**src/rtl/m2_block_scheduler_pkg.sv**
```systemverilog
// Shared decode-stage types for the IDCT block scheduler.
// Holds the scheduler state and SRAM-owner enums, the plane codes,
// the default block counts of a 320x240 frame and the index/bus widths.
package m2_block_scheduler_pkg;

    localparam int unsigned Y_COL_BLOCKS_DEF  = 40;
    localparam int unsigned UV_COL_BLOCKS_DEF = 20;
    localparam int unsigned ROW_BLOCKS_DEF    = 30;

    localparam int unsigned COL_W   = 6;
    localparam int unsigned ROW_W   = 5;
    localparam int unsigned PLANE_W = 2;
    localparam int unsigned K_W     = 12;
    localparam int unsigned ADDR_W  = 18;
    localparam int unsigned DATA_W  = 16;

    localparam logic [PLANE_W-1:0] PLANE_Y = 2'd0;
    localparam logic [PLANE_W-1:0] PLANE_U = 2'd1;
    localparam logic [PLANE_W-1:0] PLANE_V = 2'd2;

    typedef enum logic [2:0] {
        ST_IDLE,
        ST_A_LAUNCH,
        ST_A_WAIT,
        ST_B_LAUNCH,
        ST_B_WAIT,
        ST_ADVANCE,
        ST_DONE
    } m2_sched_state_type;

    typedef enum logic [1:0] {
        OWNER_NONE,
        OWNER_FETCH,
        OWNER_WRITE
    } sram_owner_type;

endpackage

```
**src/rtl/m2_block_scheduler_if.sv**
```systemverilog
// Handshake and SRAM bus bundle between the block scheduler and its engines.
// master: the scheduler (drives starts, indices, done, SRAM port).
// slave : the environment (drives frame start, finishes, engine SRAM requests).
interface m2_block_scheduler_if;
    import m2_block_scheduler_pkg::*;

    logic               start;
    logic               done;
    logic               fetch_start;
    logic               ct_start;
    logic               cs_start;
    logic               ws_start;
    logic               fetch_finish;
    logic               ct_finish;
    logic               cs_finish;
    logic               ws_finish;
    logic [COL_W-1:0]   fetch_col;
    logic [ROW_W-1:0]   fetch_row;
    logic [PLANE_W-1:0] fetch_plane;
    logic [COL_W-1:0]   ws_col;
    logic [ROW_W-1:0]   ws_row;
    logic [PLANE_W-1:0] ws_plane;
    logic [ADDR_W-1:0]  fetch_sram_address;
    logic               fetch_sram_we_n;
    logic [ADDR_W-1:0]  ws_sram_address;
    logic               ws_sram_we_n;
    logic [DATA_W-1:0]  ws_sram_write_data;
    logic [ADDR_W-1:0]  SRAM_address;
    logic               SRAM_we_n;
    logic [DATA_W-1:0]  SRAM_write_data;

    modport master (
        input  start, fetch_finish, ct_finish, cs_finish, ws_finish,
               fetch_sram_address, fetch_sram_we_n,
               ws_sram_address, ws_sram_we_n, ws_sram_write_data,
        output done, fetch_start, ct_start, cs_start, ws_start,
               fetch_col, fetch_row, fetch_plane, ws_col, ws_row, ws_plane,
               SRAM_address, SRAM_we_n, SRAM_write_data
    );

    modport slave (
        output start, fetch_finish, ct_finish, cs_finish, ws_finish,
               fetch_sram_address, fetch_sram_we_n,
               ws_sram_address, ws_sram_we_n, ws_sram_write_data,
        input  done, fetch_start, ct_start, cs_start, ws_start,
               fetch_col, fetch_row, fetch_plane, ws_col, ws_row, ws_plane,
               SRAM_address, SRAM_we_n, SRAM_write_data
    );

endinterface

```
**src/rtl/m2_block_scheduler_block_index_counter.sv**
```systemverilog
// Block position counter: col wraps at the plane width, then row wraps at
// ROWS, then the plane steps Y -> U -> V (and back to Y).
// Ports: clock, reset (async high), clear (return to block 0),
// advance (step one block), col/row/plane (current block).
module block_index_counter
    import m2_block_scheduler_pkg::*;
#(
    parameter int unsigned COL_WIDTH = COL_W,
    parameter int unsigned ROW_WIDTH = ROW_W,
    parameter int unsigned Y_COLS    = Y_COL_BLOCKS_DEF,
    parameter int unsigned UV_COLS   = UV_COL_BLOCKS_DEF,
    parameter int unsigned ROWS      = ROW_BLOCKS_DEF
) (
    input  logic                 clock,
    input  logic                 reset,
    input  logic                 clear,
    input  logic                 advance,
    output logic [COL_WIDTH-1:0] col,
    output logic [ROW_WIDTH-1:0] row,
    output logic [PLANE_W-1:0]   plane
);

    localparam logic [ROW_WIDTH-1:0] LAST_ROW = ROW_WIDTH'(ROWS - 1);

    logic [COL_WIDTH-1:0] last_col;

    // Chroma planes are half the luma width.
    assign last_col = (plane == PLANE_Y) ? COL_WIDTH'(Y_COLS - 1) : COL_WIDTH'(UV_COLS - 1);

    always_ff @(posedge clock or posedge reset) begin
        if (reset) begin
            col   <= '0;
            row   <= '0;
            plane <= PLANE_Y;
        end else if (clear) begin
            col   <= '0;
            row   <= '0;
            plane <= PLANE_Y;
        end else if (advance) begin
            if (col != last_col) begin
                col <= col + COL_WIDTH'(1);
            end else begin
                col <= '0;
                if (row != LAST_ROW) begin
                    row <= row + ROW_WIDTH'(1);
                end else begin
                    row <= '0;
                    if (plane == PLANE_Y)      plane <= PLANE_U;
                    else if (plane == PLANE_U) plane <= PLANE_V;
                    else                       plane <= PLANE_Y;
                end
            end
        end
    end

endmodule

```
**src/rtl/m2_block_scheduler.sv**
```systemverilog
// IDCT decode-stage sequencer. Runs N+1 slots per frame; phase A overlaps
// fetch(k) with compute S(k-1), phase B overlaps compute T(k) with write S(k-1).
// Owns the single SRAM port and muxes it between fetch and write engines.
// Ports: clock, reset (async high), bus (scheduler side of the handshake/SRAM bundle).
module m2_block_scheduler
    import m2_block_scheduler_pkg::*;
#(
    parameter int unsigned Y_COL_BLOCKS  = Y_COL_BLOCKS_DEF,
    parameter int unsigned UV_COL_BLOCKS = UV_COL_BLOCKS_DEF,
    parameter int unsigned ROW_BLOCKS    = ROW_BLOCKS_DEF
) (
    input  logic                 clock,
    input  logic                 reset,
    m2_block_scheduler_if.master bus
);

    localparam int unsigned    N_BLOCKS = (Y_COL_BLOCKS + 2 * UV_COL_BLOCKS) * ROW_BLOCKS;
    localparam logic [K_W-1:0] LAST_K   = K_W'(N_BLOCKS);

    m2_sched_state_type state;
    sram_owner_type     owner;
    logic [K_W-1:0]     k;
    logic [K_W-1:0]     k_inc;
    logic               has_cur;    // block k exists (k < N)
    logic               has_prev;   // block k-1 exists (k >= 1)
    logic               flag_a;     // fetch in phase A, compute T in phase B
    logic               flag_b;     // compute S in phase A, write S in phase B
    logic               armed;      // finishes are sampled only from launch+2
    logic               fetch_start_q, ct_start_q, cs_start_q, ws_start_q, done_q;
    logic [COL_W-1:0]   fetch_col, ws_col_q;
    logic [ROW_W-1:0]   fetch_row, ws_row_q;
    logic [PLANE_W-1:0] fetch_plane, ws_plane_q;
    logic               idx_clear, idx_advance;

    assign k_inc       = k + K_W'(1);
    assign has_cur     = (k != LAST_K);
    assign has_prev    = (k != '0);
    assign idx_clear   = (state == ST_IDLE) && bus.start;
    assign idx_advance = (state == ST_ADVANCE) && has_cur;

    block_index_counter #(
        .COL_WIDTH (COL_W),
        .ROW_WIDTH (ROW_W),
        .Y_COLS    (Y_COL_BLOCKS),
        .UV_COLS   (UV_COL_BLOCKS),
        .ROWS      (ROW_BLOCKS)
    ) u_fetch_idx (
        .clock   (clock),
        .reset   (reset),
        .clear   (idx_clear),
        .advance (idx_advance),
        .col     (fetch_col),
        .row     (fetch_row),
        .plane   (fetch_plane)
    );

    // Sequencer: launch pulses and owner are set on entry to a launch state.
    always_ff @(posedge clock or posedge reset) begin
        if (reset) begin
            state         <= ST_IDLE;
            owner         <= OWNER_NONE;
            k             <= '0;
            flag_a        <= 1'b0;
            flag_b        <= 1'b0;
            armed         <= 1'b0;
            fetch_start_q <= 1'b0;
            ct_start_q    <= 1'b0;
            cs_start_q    <= 1'b0;
            ws_start_q    <= 1'b0;
            done_q        <= 1'b0;
            ws_col_q      <= '0;
            ws_row_q      <= '0;
            ws_plane_q    <= PLANE_Y;
        end else begin
            fetch_start_q <= 1'b0;
            ct_start_q    <= 1'b0;
            cs_start_q    <= 1'b0;
            ws_start_q    <= 1'b0;
            done_q        <= 1'b0;
            case (state)
                ST_IDLE: begin
                    if (bus.start) begin
                        k             <= '0;
                        ws_col_q      <= '0;
                        ws_row_q      <= '0;
                        ws_plane_q    <= PLANE_Y;
                        fetch_start_q <= 1'b1;
                        flag_a        <= 1'b0;
                        flag_b        <= 1'b1;
                        armed         <= 1'b0;
                        owner         <= OWNER_FETCH;
                        state         <= ST_A_LAUNCH;
                    end
                end
                ST_A_LAUNCH: state <= ST_A_WAIT;
                ST_A_WAIT: begin
                    if (!armed) begin
                        armed <= 1'b1;
                    end else begin
                        if (bus.fetch_finish) begin
                            flag_a <= 1'b1;
                            owner  <= OWNER_NONE;
                        end
                        if (bus.cs_finish) flag_b <= 1'b1;
                    end
                    if (flag_a && flag_b) begin
                        ct_start_q <= has_cur;
                        ws_start_q <= has_prev;
                        flag_a     <= !has_cur;
                        flag_b     <= !has_prev;
                        armed      <= 1'b0;
                        if (has_prev) owner <= OWNER_WRITE;
                        else          owner <= OWNER_NONE;
                        state      <= ST_B_LAUNCH;
                    end
                end
                ST_B_LAUNCH: state <= ST_B_WAIT;
                ST_B_WAIT: begin
                    if (!armed) begin
                        armed <= 1'b1;
                    end else begin
                        if (bus.ct_finish) flag_a <= 1'b1;
                        if (bus.ws_finish) begin
                            flag_b <= 1'b1;
                            owner  <= OWNER_NONE;
                        end
                    end
                    if (flag_a && flag_b) begin
                        owner <= OWNER_NONE;
                        state <= ST_ADVANCE;
                    end
                end
                ST_ADVANCE: begin
                    if (!has_cur) begin
                        done_q <= 1'b1;
                        state  <= ST_DONE;
                    end else begin
                        // ws side trails fetch by exactly one block.
                        k             <= k_inc;
                        ws_col_q      <= fetch_col;
                        ws_row_q      <= fetch_row;
                        ws_plane_q    <= fetch_plane;
                        fetch_start_q <= (k_inc != LAST_K);
                        cs_start_q    <= 1'b1;
                        flag_a        <= (k_inc == LAST_K);
                        flag_b        <= 1'b0;
                        armed         <= 1'b0;
                        if (k_inc != LAST_K) owner <= OWNER_FETCH;
                        else                 owner <= OWNER_NONE;
                        state         <= ST_A_LAUNCH;
                    end
                end
                ST_DONE: state <= ST_IDLE;
                default: state <= ST_IDLE;
            endcase
        end
    end

    assign bus.fetch_start = fetch_start_q;
    assign bus.ct_start    = ct_start_q;
    assign bus.cs_start    = cs_start_q;
    assign bus.ws_start    = ws_start_q;
    assign bus.done        = done_q;
    assign bus.fetch_col   = fetch_col;
    assign bus.fetch_row   = fetch_row;
    assign bus.fetch_plane = fetch_plane;
    assign bus.ws_col      = ws_col_q;
    assign bus.ws_row      = ws_row_q;
    assign bus.ws_plane    = ws_plane_q;

    // SRAM port mux; the fetch engine only reads, so its write data is zero.
    always_comb begin
        bus.SRAM_address    = '0;
        bus.SRAM_we_n       = 1'b1;
        bus.SRAM_write_data = '0;
        case (owner)
            OWNER_FETCH: begin
                bus.SRAM_address = bus.fetch_sram_address;
                bus.SRAM_we_n    = bus.fetch_sram_we_n;
            end
            OWNER_WRITE: begin
                bus.SRAM_address    = bus.ws_sram_address;
                bus.SRAM_we_n       = bus.ws_sram_we_n;
                bus.SRAM_write_data = bus.ws_sram_write_data;
            end
            default: ;
        endcase
    end

endmodule

```
**src/flat_wrapper.sv**
```systemverilog
// flat-port wrapper written by rule: the top's interface ports become plain ports
module m2_block_scheduler_flat import m2_block_scheduler_pkg::*;
#(
    parameter int unsigned Y_COL_BLOCKS  = Y_COL_BLOCKS_DEF,
    parameter int unsigned UV_COL_BLOCKS = UV_COL_BLOCKS_DEF,
    parameter int unsigned ROW_BLOCKS    = ROW_BLOCKS_DEF
)
  (clock, reset, bus_start, bus_fetch_finish, bus_ct_finish, bus_cs_finish, bus_ws_finish, bus_fetch_sram_address, bus_fetch_sram_we_n, bus_ws_sram_address, bus_ws_sram_we_n, bus_ws_sram_write_data, bus_done, bus_fetch_start, bus_ct_start, bus_cs_start, bus_ws_start, bus_fetch_col, bus_fetch_row, bus_fetch_plane, bus_ws_col, bus_ws_row, bus_ws_plane, bus_SRAM_address, bus_SRAM_we_n, bus_SRAM_write_data);
  m2_block_scheduler_if bus_i ();
  input  logic clock;
  input  logic reset;
  input wire logic [$bits(bus_i.start)-1:0] bus_start;
  input wire logic [$bits(bus_i.fetch_finish)-1:0] bus_fetch_finish;
  input wire logic [$bits(bus_i.ct_finish)-1:0] bus_ct_finish;
  input wire logic [$bits(bus_i.cs_finish)-1:0] bus_cs_finish;
  input wire logic [$bits(bus_i.ws_finish)-1:0] bus_ws_finish;
  input wire logic [$bits(bus_i.fetch_sram_address)-1:0] bus_fetch_sram_address;
  input wire logic [$bits(bus_i.fetch_sram_we_n)-1:0] bus_fetch_sram_we_n;
  input wire logic [$bits(bus_i.ws_sram_address)-1:0] bus_ws_sram_address;
  input wire logic [$bits(bus_i.ws_sram_we_n)-1:0] bus_ws_sram_we_n;
  input wire logic [$bits(bus_i.ws_sram_write_data)-1:0] bus_ws_sram_write_data;
  output wire logic [$bits(bus_i.done)-1:0] bus_done;
  output wire logic [$bits(bus_i.fetch_start)-1:0] bus_fetch_start;
  output wire logic [$bits(bus_i.ct_start)-1:0] bus_ct_start;
  output wire logic [$bits(bus_i.cs_start)-1:0] bus_cs_start;
  output wire logic [$bits(bus_i.ws_start)-1:0] bus_ws_start;
  output wire logic [$bits(bus_i.fetch_col)-1:0] bus_fetch_col;
  output wire logic [$bits(bus_i.fetch_row)-1:0] bus_fetch_row;
  output wire logic [$bits(bus_i.fetch_plane)-1:0] bus_fetch_plane;
  output wire logic [$bits(bus_i.ws_col)-1:0] bus_ws_col;
  output wire logic [$bits(bus_i.ws_row)-1:0] bus_ws_row;
  output wire logic [$bits(bus_i.ws_plane)-1:0] bus_ws_plane;
  output wire logic [$bits(bus_i.SRAM_address)-1:0] bus_SRAM_address;
  output wire logic [$bits(bus_i.SRAM_we_n)-1:0] bus_SRAM_we_n;
  output wire logic [$bits(bus_i.SRAM_write_data)-1:0] bus_SRAM_write_data;
  assign bus_i.start = bus_start;
  assign bus_i.fetch_finish = bus_fetch_finish;
  assign bus_i.ct_finish = bus_ct_finish;
  assign bus_i.cs_finish = bus_cs_finish;
  assign bus_i.ws_finish = bus_ws_finish;
  assign bus_i.fetch_sram_address = bus_fetch_sram_address;
  assign bus_i.fetch_sram_we_n = bus_fetch_sram_we_n;
  assign bus_i.ws_sram_address = bus_ws_sram_address;
  assign bus_i.ws_sram_we_n = bus_ws_sram_we_n;
  assign bus_i.ws_sram_write_data = bus_ws_sram_write_data;
  assign bus_done = bus_i.done;
  assign bus_fetch_start = bus_i.fetch_start;
  assign bus_ct_start = bus_i.ct_start;
  assign bus_cs_start = bus_i.cs_start;
  assign bus_ws_start = bus_i.ws_start;
  assign bus_fetch_col = bus_i.fetch_col;
  assign bus_fetch_row = bus_i.fetch_row;
  assign bus_fetch_plane = bus_i.fetch_plane;
  assign bus_ws_col = bus_i.ws_col;
  assign bus_ws_row = bus_i.ws_row;
  assign bus_ws_plane = bus_i.ws_plane;
  assign bus_SRAM_address = bus_i.SRAM_address;
  assign bus_SRAM_we_n = bus_i.SRAM_we_n;
  assign bus_SRAM_write_data = bus_i.SRAM_write_data;
  m2_block_scheduler #(.Y_COL_BLOCKS(Y_COL_BLOCKS), .UV_COL_BLOCKS(UV_COL_BLOCKS), .ROW_BLOCKS(ROW_BLOCKS)) u_core (.clock(clock), .reset(reset), .bus(bus_i));
endmodule
```
**config.mk**
```make
export PLATFORM = sky130hd
export DESIGN_NAME = m2_block_scheduler_flat
export DESIGN_NICKNAME = d
export VERILOG_FILES = /design/src/rtl/m2_block_scheduler_pkg.sv /design/src/rtl/m2_block_scheduler_if.sv /design/src/rtl/m2_block_scheduler_block_index_counter.sv /design/src/rtl/m2_block_scheduler.sv /design/src/flat_wrapper.sv
export SDC_FILE = /design/constraint.sdc
export NUM_CORES = 1
export LEC_CHECK = 0
export CAP_MARGIN = 25
export CELL_PAD_IN_SITES_DETAIL_PLACEMENT = 2
export CELL_PAD_IN_SITES_GLOBAL_PLACEMENT = 2
export CORE_MARGIN = 5
export CORE_UTILIZATION = 25
export CTS_CLUSTER_SIZE = 40
export DETAILED_ROUTE_END_ITERATION = 10
export PLACE_DENSITY_LB_ADDON = 0.1
export SYNTH_ARGS = -nofsm -noshare
export SYNTH_HDL_FRONTEND = slang
export SYNTH_SLANG_ARGS = --single-unit
```
**constraint.sdc**
```tcl
create_clock -name clock -period 6.5 [get_ports clock]
set_clock_uncertainty 0.05 [all_clocks]
set_input_delay 0.975 -clock clock [delete_from_list [all_inputs] [get_ports clock]]
set_output_delay 0.975 -clock clock [all_outputs]
set_load 0.02 [all_outputs]
```
==> results of run 1 <==
==> stage by stage <==
stage / util, % / hold slack (ns) / std cells / power [mW] / instance area (sq um)
global route: 38.2 / 0.482 / 644 / 1.71 / 4630
global placement: 37.0 / 0.439 / 636 / 1.33 / 4480
CTS: 38.0 / 0.469 / 642 / 1.62 / 4600
finish: 38.2 / 0.461 / 644 / 1.59 / 4630
floorplan: - / 0.425 / 366 / 0.976 / 3110
detailed placement: 37.0 / 0.442 / 636 / 1.36 / 4480
==> layout by cell type, fill, tap and decap left out, types with 2 or more instances in the layout <==
master	instances
a31oi_1	2
nand2b_1	4
nand3_1	31
nor2b_1	2
a211oi_1	3
o31ai_1	10
ha_1	7
nor2_1	31
and2_1	20
clkbuf_16	5
inv_1	14
a21oi_1	14
nand3b_1	3
or4b_1	2
o311ai_0	2
o21ai_0	35
dfrtp_1	51
o21ai_1	3
a22oi_1	19
a31o_2	3
nor4_1	2
and3_1	3
nand2_1	36
o22ai_1	2
clkdlybuf4s50_1	126
nor3_1	4
or3b_2	3
a21o_1	2
nand4_1	6
==> routing by layer <==
metal  GRT usage (%)  share of wire [%]  vias up
met4            3.64               0.77        0
met2            27.7                 49       99
met3            4.24                6.2        6
met5               0                  0        -
li1                -                  -     1531
met1            19.7                 44     1637
==> sequential cells by signal (all words and copies together), names as in the netlist <==
name and flops:
u_core.bus.ws_start 1, u_core.bus.cs_start 1, u_core.bus.done 1, u_core.bus.ws_plane 2
u_core.u_fetch_idx.plane 2, u_core.k 12, u_core.state 3, u_core.bus.ws_col 6
u_core.bus.fetch_start 1, u_core.u_fetch_idx.col 6, u_core.flag_b 1, u_core.u_fetch_idx.row 5
u_core.flag_a 1, u_core.owner 2, u_core.bus.ct_start 1, u_core.bus.ws_row 5
u_core.armed 1
==> critical path, cell delays in order, from the launching register on <==
cell,delay [ns]
dfrtp_1,0.45
inv_1,0.09
ha_1,0.14
nor4b_1,0.55
a31o_2,0.76
inv_4,0.26
nor2_1,0.77
o21ai_0,0.21
o31ai_1,0.11
==> worst min-delay path by stage <==
stage | startpoint | end | slack (ns)
floorplan | u_core.flag_a | u_core.flag_a | 0.42
finish | u_core.bus.ws_col[1] | u_core.bus.ws_col[1] | 0.46
detailed placement | u_core.bus.ws_row[4] | u_core.bus.ws_row[4] | 0.44
CTS | u_core.bus.ws_row[4] | u_core.bus.ws_row[4] | 0.47
global placement | u_core.bus.ws_row[2] | u_core.bus.ws_row[2] | 0.44
global route | u_core.owner[1] | u_core.owner[1] | 0.48
==> final cells by class <==
cell class / count / area share, %
Multi-Input combinational cell: 274 / 35.8
Inverter: 16 / 1.35
Clock buffer: 6 / 2.79
Sequential cell: 51 / 27.6
Tap cell: 168 / 4.54
Timing Repair Buffer: 129 / 27.9
==> cells in the mapped netlist, drive strengths merged (2+ instances only) <==
cell type | n | area share, %
clkbuf | 16 | 2.0
or4 | 2 | 0.60
o22ai | 3 | 0.81
nand3b | 3 | 0.72
nor4b | 2 | 0.77
and2 | 22 | 4.5
nor2 | 31 | 3.7
a31oi | 3 | 1.1
or3b | 3 | 0.85
ha | 7 | 2.8
o21ai | 38 | 6.1
or4b | 2 | 0.64
a31o | 3 | 0.85
nand3 | 31 | 5.0
dfrtp | 51 | 41
a22oi | 19 | 4.6
nor3 | 4 | 0.64
nand4 | 7 | 1.9
nand2b | 4 | 0.81
o31ai | 10 | 2.4
inv | 16 | 2.0
nand2 | 36 | 4.3
or3 | 2 | 0.44
a211oi | 3 | 0.72
a21o | 2 | 0.48
buf | 9 | 1.6
o311ai | 2 | 0.56
a21oi | 14 | 2.3
nor2b | 2 | 0.40
and3 | 4 | 0.85
nor4 | 2 | 0.40
==> power breakdown <==
group,internal (mW),switching (mW)
Combinational,0.363,0.475
Clock,0.139,0.113
Sequential,0.392,0.110
Total,0.894,0.698
==> cell families after synthesis <==
group / Yosys count / synth area share, %
XOR/XNOR: 2 / 0.564
AO/OA/AOI/OAI: 105 / 22.4
buffers and inverters: 41 / 5.56
multiplexers: 2 / 0.685
adder cells (fa/ha/maj): 7 / 2.82
AND/OR/NAND/NOR: 158 / 26.9
flip-flops: 51 / 41.1
==> results.ini, run 1 <==
[run_status]
outcome=finished clean

[synthesis]
synth_cell_types=58
synth-edff-count=0
avgSynthCellArea_sq_um=8.49
synthFlopType=dfrtp_1
ys_ff_latch=51
ys_seq_area_share_pct=41.1
syn_area_sq_um=3110
syn_nets=434
yosys_warnings=0
synth-async-reset-ratio_pct=100
synthCells=366

[detailed_routing]
ant_nets=0
drt_iter0_markers=119
avgViaCountPerCell=5.08
firstDrtPassIters=4
wirelength_um=12000
route.detailed.drc=0
drt-wirelength-per-cell_um=18.6
via_count=3273

[power_and_ir_drop]
p_leak_nw=1.84
ir_drop_v=0.000186
cellPowerDensity_nw_per_um2=344

[grt]
track_usage_pct=16.0
grt-ovfl-total=0
antenna_found_initial=0
grt_pass1_vias=3487
grt_max_degree=52
grt_pass1_wl_um=18900

[setup_path]
end_kind=flip-flop
crit_start=u_core.k[0]
crit_fanout=35
r2r_cells=8
worstSetupStartpointType=flip-flop
cp-endpoint=u_core.u_fetch_idx.col[3]
regToRegEndpoint=u_core.u_fetch_idx.col[3]
criticalPathCategory=reg2reg
required_ns=6.64
cp.arrival_ns=3.64
r2r_setup_slack_ns=2.99
r2r_start=u_core.k[0]

[placed_design]
place_ws_ns=2.90
gp_congestion=0.760
portBuffers=126
dp_hpwl_um=8990

[sta]
tightest_slew_ns=0.927
setup_viol=0
timing.fmax_ghz=0.285
rsz0062_at_grt=no
fin_ws_ns=2.99
slew_violations=0
fin_crit_sh_pct=54.0
hold_violations=0
max_slew_margin_pct=38.0
post-route-min-period_ns=3.51
final.setup.tns_ns=0

[hold_path]
whs_path_depth=2
hold_path.class=reg2reg

[die]
core_sq_um=12100
start_util_pct=25.7
row_count=40
die_h_um=121
ioPinCount=127
die_x_um=121
dieArea_sq_um=14800

[finish]
diodes=0
nNetsFinal=545
area_delta_synth_final_pct=48.9
multiInputGateArea_sq_um=1660
seq_area_sq_um=1280
layout-drive-gt1-share_pct=5.67
nFillCells=1371

[clocking]
cts_tree=built
cts_resized=0
cts_sinks=51
clock_latency_ns=0.29
ctsHoldBuffers=0
cts_buffers=5
clockBufferDepth=2
post-cts-setup-buffers=0
cts.htree.levels=2
path_clk_slew_ns=0.07
cts-root-buf=clkbuf_16

[run]
maxCapViolCount=0

(Power assumes the default switching activity.)
==> run 2, diff against run 1 <==
Settings changed: CORE_UTILIZATION 25 to 22.
Clock period 6.5 ns to 3.01 ns, I/O delays scaled along.
==> run 2 against run 1 <==
Against the previous run:
- clock power grew to 3.0 times the previous value
- combinational power grew 130%
- sequential share of layout area shrank 0.77 points
- largest power group unchanged
- flip-flop and latch count is the same
- critical path depth shrank 4
- via count grew 1.3%
- non-clock buffer count grew 7
- highest routed layer unchanged
==> results.ini, run 2 (same netlist as run 1, synthesis figures left out) <==
[finish]
diodes=0  ; unchanged
final_common_cell=clkdlybuf4s50_1  ; unchanged
nFillCells=1571  ; was 1371
top_register=u_core.k  ; unchanged
largest_reg_flops=12  ; unchanged
multiInputGateArea_sq_um=1660  ; unchanged
final_cell_mix=126 x clkdlybuf4s50_1, 51 x dfrtp_1, 36 x nand2_1  ; unchanged
layout-drive-gt1-share_pct=7.42  ; was 5.67%
seq_area_sq_um=1280  ; unchanged
fin_cells=665  ; was 644
area_delta_synth_final_pct=53.2  ; was 48.9%
nNetsFinal=552  ; was 545

[clocking]
clockBufferDepth=2  ; unchanged
cts_tree=built  ; unchanged
ctsHoldBuffers=0  ; unchanged
cts_resized=0  ; unchanged
path_clk_slew_ns=0.07  ; about the same
cts_buffers=5  ; unchanged
clock_latency_ns=0.30  ; was 0.29 ns
cts-root-buf=clkbuf_16  ; unchanged
post-cts-setup-buffers=0  ; unchanged
cts.htree.levels=2  ; unchanged
cts_sinks=51  ; unchanged

[placed_design]
dp_cells=657  ; was 636
gp_congestion=0.790  ; was 0.760
place_ws_ns=0.576  ; was 2.90 ns
portBuffers=126  ; unchanged
dp_hpwl_um=9440  ; was 8990 um

[die]
die_x_um=129  ; was 121 um
core_sq_um=13900  ; was 12100 sq um
ioPinCount=127  ; unchanged
row_count=43  ; was 40
die_h_um=129  ; was 121 um
dieArea_sq_um=16600  ; was 14800 sq um
start_util_pct=22.4  ; was 25.7%

[grt]
grt_pass1_wl_um=19700  ; was 18900 um
antenna_found_initial=0  ; unchanged
track_usage_pct=14.7  ; was 16.0%
grt-ovfl-total=0  ; unchanged
grt_pass1_vias=3502  ; was 3487
grt_max_degree=36  ; was 52

[power_and_ir_drop]
p_leak_nw=1.91  ; was 1.84 nW
power.total_mw=3.71  ; was 1.59 mW
cellPowerDensity_nw_per_um2=780  ; was 344 nW/um^2
ir_drop_v=0.000320  ; was 0.000186 V

[sta]
tightest_slew_ns=0.633  ; was 0.927 ns
fin_ws_ns=0.288  ; was 2.99 ns
hold_violations=0  ; unchanged
setup_viol=0  ; unchanged
final.setup.tns_ns=0  ; unchanged
fin_crit_sh_pct=90.4
rsz0062_at_grt=no  ; unchanged
slew_violations=0  ; unchanged
post-route-min-period_ns=2.72
hold_ws_ns=0.462  ; was 0.461 ns
max_slew_margin_pct=57.3  ; was 38.0%
timing.fmax_ghz=0.367

[detailed_routing]
firstDrtPassIters=4  ; unchanged
ant_nets=0  ; unchanged
drt_iter0_markers=126  ; was 119
wirelength_um=12600  ; was 12000 um
via_count=3314  ; was 3273
avgViaCountPerCell=4.98  ; was 5.08
drt-wirelength-per-cell_um=19.0  ; was 18.6 um
route.detailed.drc=0  ; unchanged

[setup_path]
crit_fanout=19  ; was 35
cp_slowest_cell=ha_1  ; was nor2_1
cp_slowest_stage_delay_ns=0.69  ; was 0.77 ns
regToRegEndpoint=u_core.flag_a  ; was u_core.u_fetch_idx.col[3]
cp.arrival_ns=2.22  ; was 3.64 ns
crit_chain=inv_1 -> ha_1 -> a221o_1 -> clkdlybuf4s50_1  ; was inv_1 -> ha_1 -> nor4b_1 -> a31o_2 -> inv_4 -> nor2_1 -> o21ai_0 -> o31ai_1
r2r_start=u_core.k[0]  ; unchanged
criticalPathCategory=reg2out  ; was reg2reg
cp.buffers_inverters=2  ; unchanged
path_delay_family=adder cells  ; was simple AND/OR/NAND/NOR gates
r2r_setup_slack_ns=0.59  ; was 2.99 ns
worstSetupStartpointType=flip-flop  ; unchanged
r2r_cells=6  ; was 8
end_kind=primary output  ; was flip-flop
crit_cells=4  ; was 8
crit_start=u_core.owner[0]  ; was u_core.k[0]
required_ns=2.51  ; was 6.64 ns

[run]
maxCapViolCount=0  ; unchanged

[hold_path]
hold_path.class=reg2reg  ; unchanged
whs_path_depth=2  ; unchanged
min_to=u_core.bus.ws_col[4]  ; was u_core.bus.ws_col[1]
worstHoldStart=u_core.bus.ws_col[4]  ; was u_core.bus.ws_col[1]

[run_status]
outcome=finished clean  ; unchanged

-- run 2: cell types whose count changed in the layout (fill, tap and decap cells not counted) --
cell       before  now
buf_4           1    9
bufinv_16       0    2
buf_12          0    1
buf_8           1    0
clkbuf_4        1    0
-- run 2: cell type report --
type	count	area share, %
clock inverters	2	1.26
clock buffers	6	2.71
flip-flops and latches	51	26.8
repair buffers	136	28.3
well taps	180	4.73
inverters	16	1.31
multi-input cells	274	34.8
-- run 2: worst max path at each step --
stage	end
after global routing	bus_SRAM_we_n
final	bus_SRAM_we_n
after global placement	bus_SRAM_we_n
after detailed placement	bus_SRAM_we_n
after CTS	bus_SRAM_we_n
after floorplan	u_core.flag_a
-- run 2: report_power, final --
group | total [mW] | switching, mW | internal (mW) | leakage (nW)
sequential | 1.06 | 0.212 | 0.847 | 0.687
clock | 0.757 | 0.279 | 0.478 | 0.0911
combinational | 1.89 | 1.07 | 0.821 | 1.13
total | 3.71 | 1.56 | 2.15 | 1.91
-- run 2: routing by layer --
| metal | global-route usage, % | vias up | wire length (um) |
|---|---|---|---|
| met5 | 0 | - | 0 |
| met4 | 3.34 | 0 | 127 |
| met3 | 3.24 | 8 | 718 |
| met2 | 25.1 | 99 | 5970 |
| met1 | 19.1 | 1656 | 5800 |
| li1 | - | 1551 | - |
-- run 2: per-stage QoR --
stage	utilization, %	area (sq um)
after floorplan	-	3110
after global placement	32.9	4570
after detailed placement	32.9	4570
after CTS	34.3	4760
after global routing	34.3	4760
final	34.3	4760
-- run 2: worst register-to-register path, cell delays in order, from the launching register on --
cell	delay, ns
dfrtp_1	0.47
ha_1	0.35
inv_1	0.13
or4_4	0.56
a211o_1	0.27
a2111oi_2	0.37
o22a_1	0.17
==> run 3, diff against run 2 <==
Settings changed: REMOVE_ABC_BUFFERS set to 1.
==> run 3 against run 2 <==
Against the previous run:
- first-iteration DRC count up 5.6%
- die area unchanged
- non-clock buffer count rose by 1
- highest routed layer unchanged
- hold slack got worse by 0.0063 ns
- flip-flop and latch count unchanged
- critical endpoint unchanged
- global-route usage grew 0.67 points
- sequential power barely moved
- final cell count rose by 0.15%
- setup slack gained 0.016 ns
- core utilization decreased by 0.19 points
- clock power decreased by 11%
==> results.ini, run 3 (same netlist as run 1, synthesis figures left out) <==
[run_status]
outcome=finished clean  ; unchanged

[detailed_routing]
drt_iter0_markers=133  ; was 126
route.detailed.drc=0  ; unchanged
firstDrtPassIters=5  ; was 4
via_count=3207  ; was 3314
drt-wirelength-per-cell_um=18.8  ; was 19.0 um
ant_nets=0  ; unchanged
avgViaCountPerCell=4.82  ; was 4.98
wirelength_um=12500  ; was 12600 um

[sta]
setup_viol=0  ; unchanged
slew_violations=0  ; unchanged
timing.fmax_ghz=0.370  ; was 0.367 GHz
hold_violations=0  ; unchanged
post-route-min-period_ns=2.71  ; was 2.72 ns
hold_ws_ns=0.456  ; was 0.462 ns
fin_ws_ns=0.305  ; was 0.288 ns
final.setup.tns_ns=0  ; unchanged
rsz0062_at_grt=no  ; unchanged
max_slew_margin_pct=58.7  ; was 57.3%
fin_crit_sh_pct=89.9  ; was 90.4%
tightest_slew_ns=0.619  ; was 0.633 ns

[die]
die_x_um=129  ; unchanged
ioPinCount=127  ; unchanged
die_h_um=129  ; unchanged
core_sq_um=13900  ; unchanged
start_util_pct=22.4  ; unchanged
row_count=43  ; unchanged
dieArea_sq_um=16600  ; unchanged

[setup_path]
end_kind=primary output  ; unchanged
cp.arrival_ns=2.20  ; was 2.22 ns
required_ns=2.51  ; about the same
worstSetupStartpointType=flip-flop  ; unchanged
path_delay_family=adder cells  ; unchanged
cp.buffers_inverters=2  ; unchanged
cp_slowest_cell=ha_1  ; unchanged
crit_cells=4  ; unchanged
cp_slowest_stage_delay_ns=0.68  ; was 0.69 ns
criticalPathCategory=reg2out  ; unchanged
r2r_cells=9  ; was 6
crit_fanout=19  ; unchanged
crit_chain=inv_1 -> ha_1 -> a221o_1 -> clkdlybuf4s50_1  ; unchanged

[clocking]
path_clk_slew_ns=0.08  ; was 0.07 ns
post-cts-setup-buffers=0  ; unchanged
cts_sinks=51  ; unchanged
cts_buffers=5  ; unchanged
cts.htree.levels=2  ; unchanged
cts_tree=built  ; unchanged
cts-root-buf=clkbuf_16  ; unchanged
clockBufferDepth=2  ; unchanged
ctsHoldBuffers=0  ; unchanged
clock_latency_ns=0.30  ; about the same
cts_resized=0  ; unchanged

[finish]
top_register=u_core.k  ; unchanged
nNetsFinal=553  ; was 552
largest_reg_flops=12  ; unchanged
layout-drive-gt1-share_pct=7.61  ; was 7.42%
diodes=0  ; unchanged
area_delta_synth_final_pct=52.4  ; was 53.2%
final_cell_area_sq_um=4730  ; was 4760 sq um
final_common_cell=clkdlybuf4s50_1  ; unchanged
fin_cells=666  ; was 665
final_cell_mix=126 x clkdlybuf4s50_1, 51 x dfrtp_1, 36 x nand2_1  ; unchanged
post-route-util_pct=34.1  ; was 34.3%

[hold_path]
hold_path.class=reg2reg  ; unchanged
whs_path_depth=2  ; unchanged

[grt]
track_usage_pct=15.4  ; was 14.7%
grt_pass1_wl_um=20400  ; was 19700 um
antenna_found_initial=0  ; unchanged
grt-ovfl-total=0  ; unchanged
grt_pass1_vias=3572  ; was 3502
grt_max_degree=36  ; unchanged

[placed_design]
portBuffers=126  ; unchanged
dp_hpwl_um=9440  ; about the same
gp_congestion=0.755  ; was 0.790
place_ws_ns=0.472  ; was 0.576 ns
dp_cells=658  ; was 657
dpl_cell_area_sq_um=4570  ; about the same

[power_and_ir_drop]
p_leak_nw=1.90  ; was 1.91 nW
cellPowerDensity_nw_per_um2=762  ; was 780 nW/um^2
power.total_mw=3.61  ; was 3.71 mW
ir_drop_v=0.000247  ; was 0.000320 V

[run]
maxCapViolCount=0  ; unchanged

[run 3: cell count changes in the layout (fill, tap and decap cells not counted)]
cell	previous run	this run
buf_4	9	11
buf_12	1	0
inv_6	0	1
bufinv_16	2	1
[run 3: routing by layer]
layer	vias to the layer above	GRT usage (%)	wire length, um
li1	1549	-	-
met1	1582	19.5	5530
met2	62	27.4	6430
met3	14	2.12	355
met4	0	4.20	214
met5	-	0	0
[run 3: final timing paths]
kind                                       from                     endpoint  slack, ns
min reg2reg                u_core.bus.ws_row[0]         u_core.bus.ws_row[0]       0.46
max in group asynchronous                 reset          u_core.bus.cs_start       1.77
min in group asynchronous                 reset                  u_core.k[4]       0.49
max                             u_core.owner[0]                bus_SRAM_we_n       0.30
min                        u_core.bus.ws_row[0]         u_core.bus.ws_row[0]       0.46
max reg2reg                         u_core.k[0]  u_core.u_fetch_idx.plane[0]       0.55
[run 3: report_power, final]
group	internal, mW	leakage (nW)	switching [mW]
Clock	0.396	0.0815	0.273
Combinational	0.819	1.13	1.06
Sequential	0.847	0.687	0.216
[run 3: cell type report]
cell class                 instances  area [sq um]
clock buffer                       6           129
tap                              180           225
timing repair buffer             137          1340
clock inverter                     2          38.8
fill                            1586          9150
sequential                        51          1280
multi-input combinational        274          1660
inverter                          16          62.6
[run 3: worst reg2reg max path, cell delays in order (launching register included)]
cell and delay (ns):
dfrtp_1 0.46, inv_1 0.08, ha_1 0.20, nor4b_1 0.14, buf_4 0.16, a31o_2 0.22
inv_4 0.23, a31oi_4 0.18, or4_1 0.52, o21ai_1 0.14
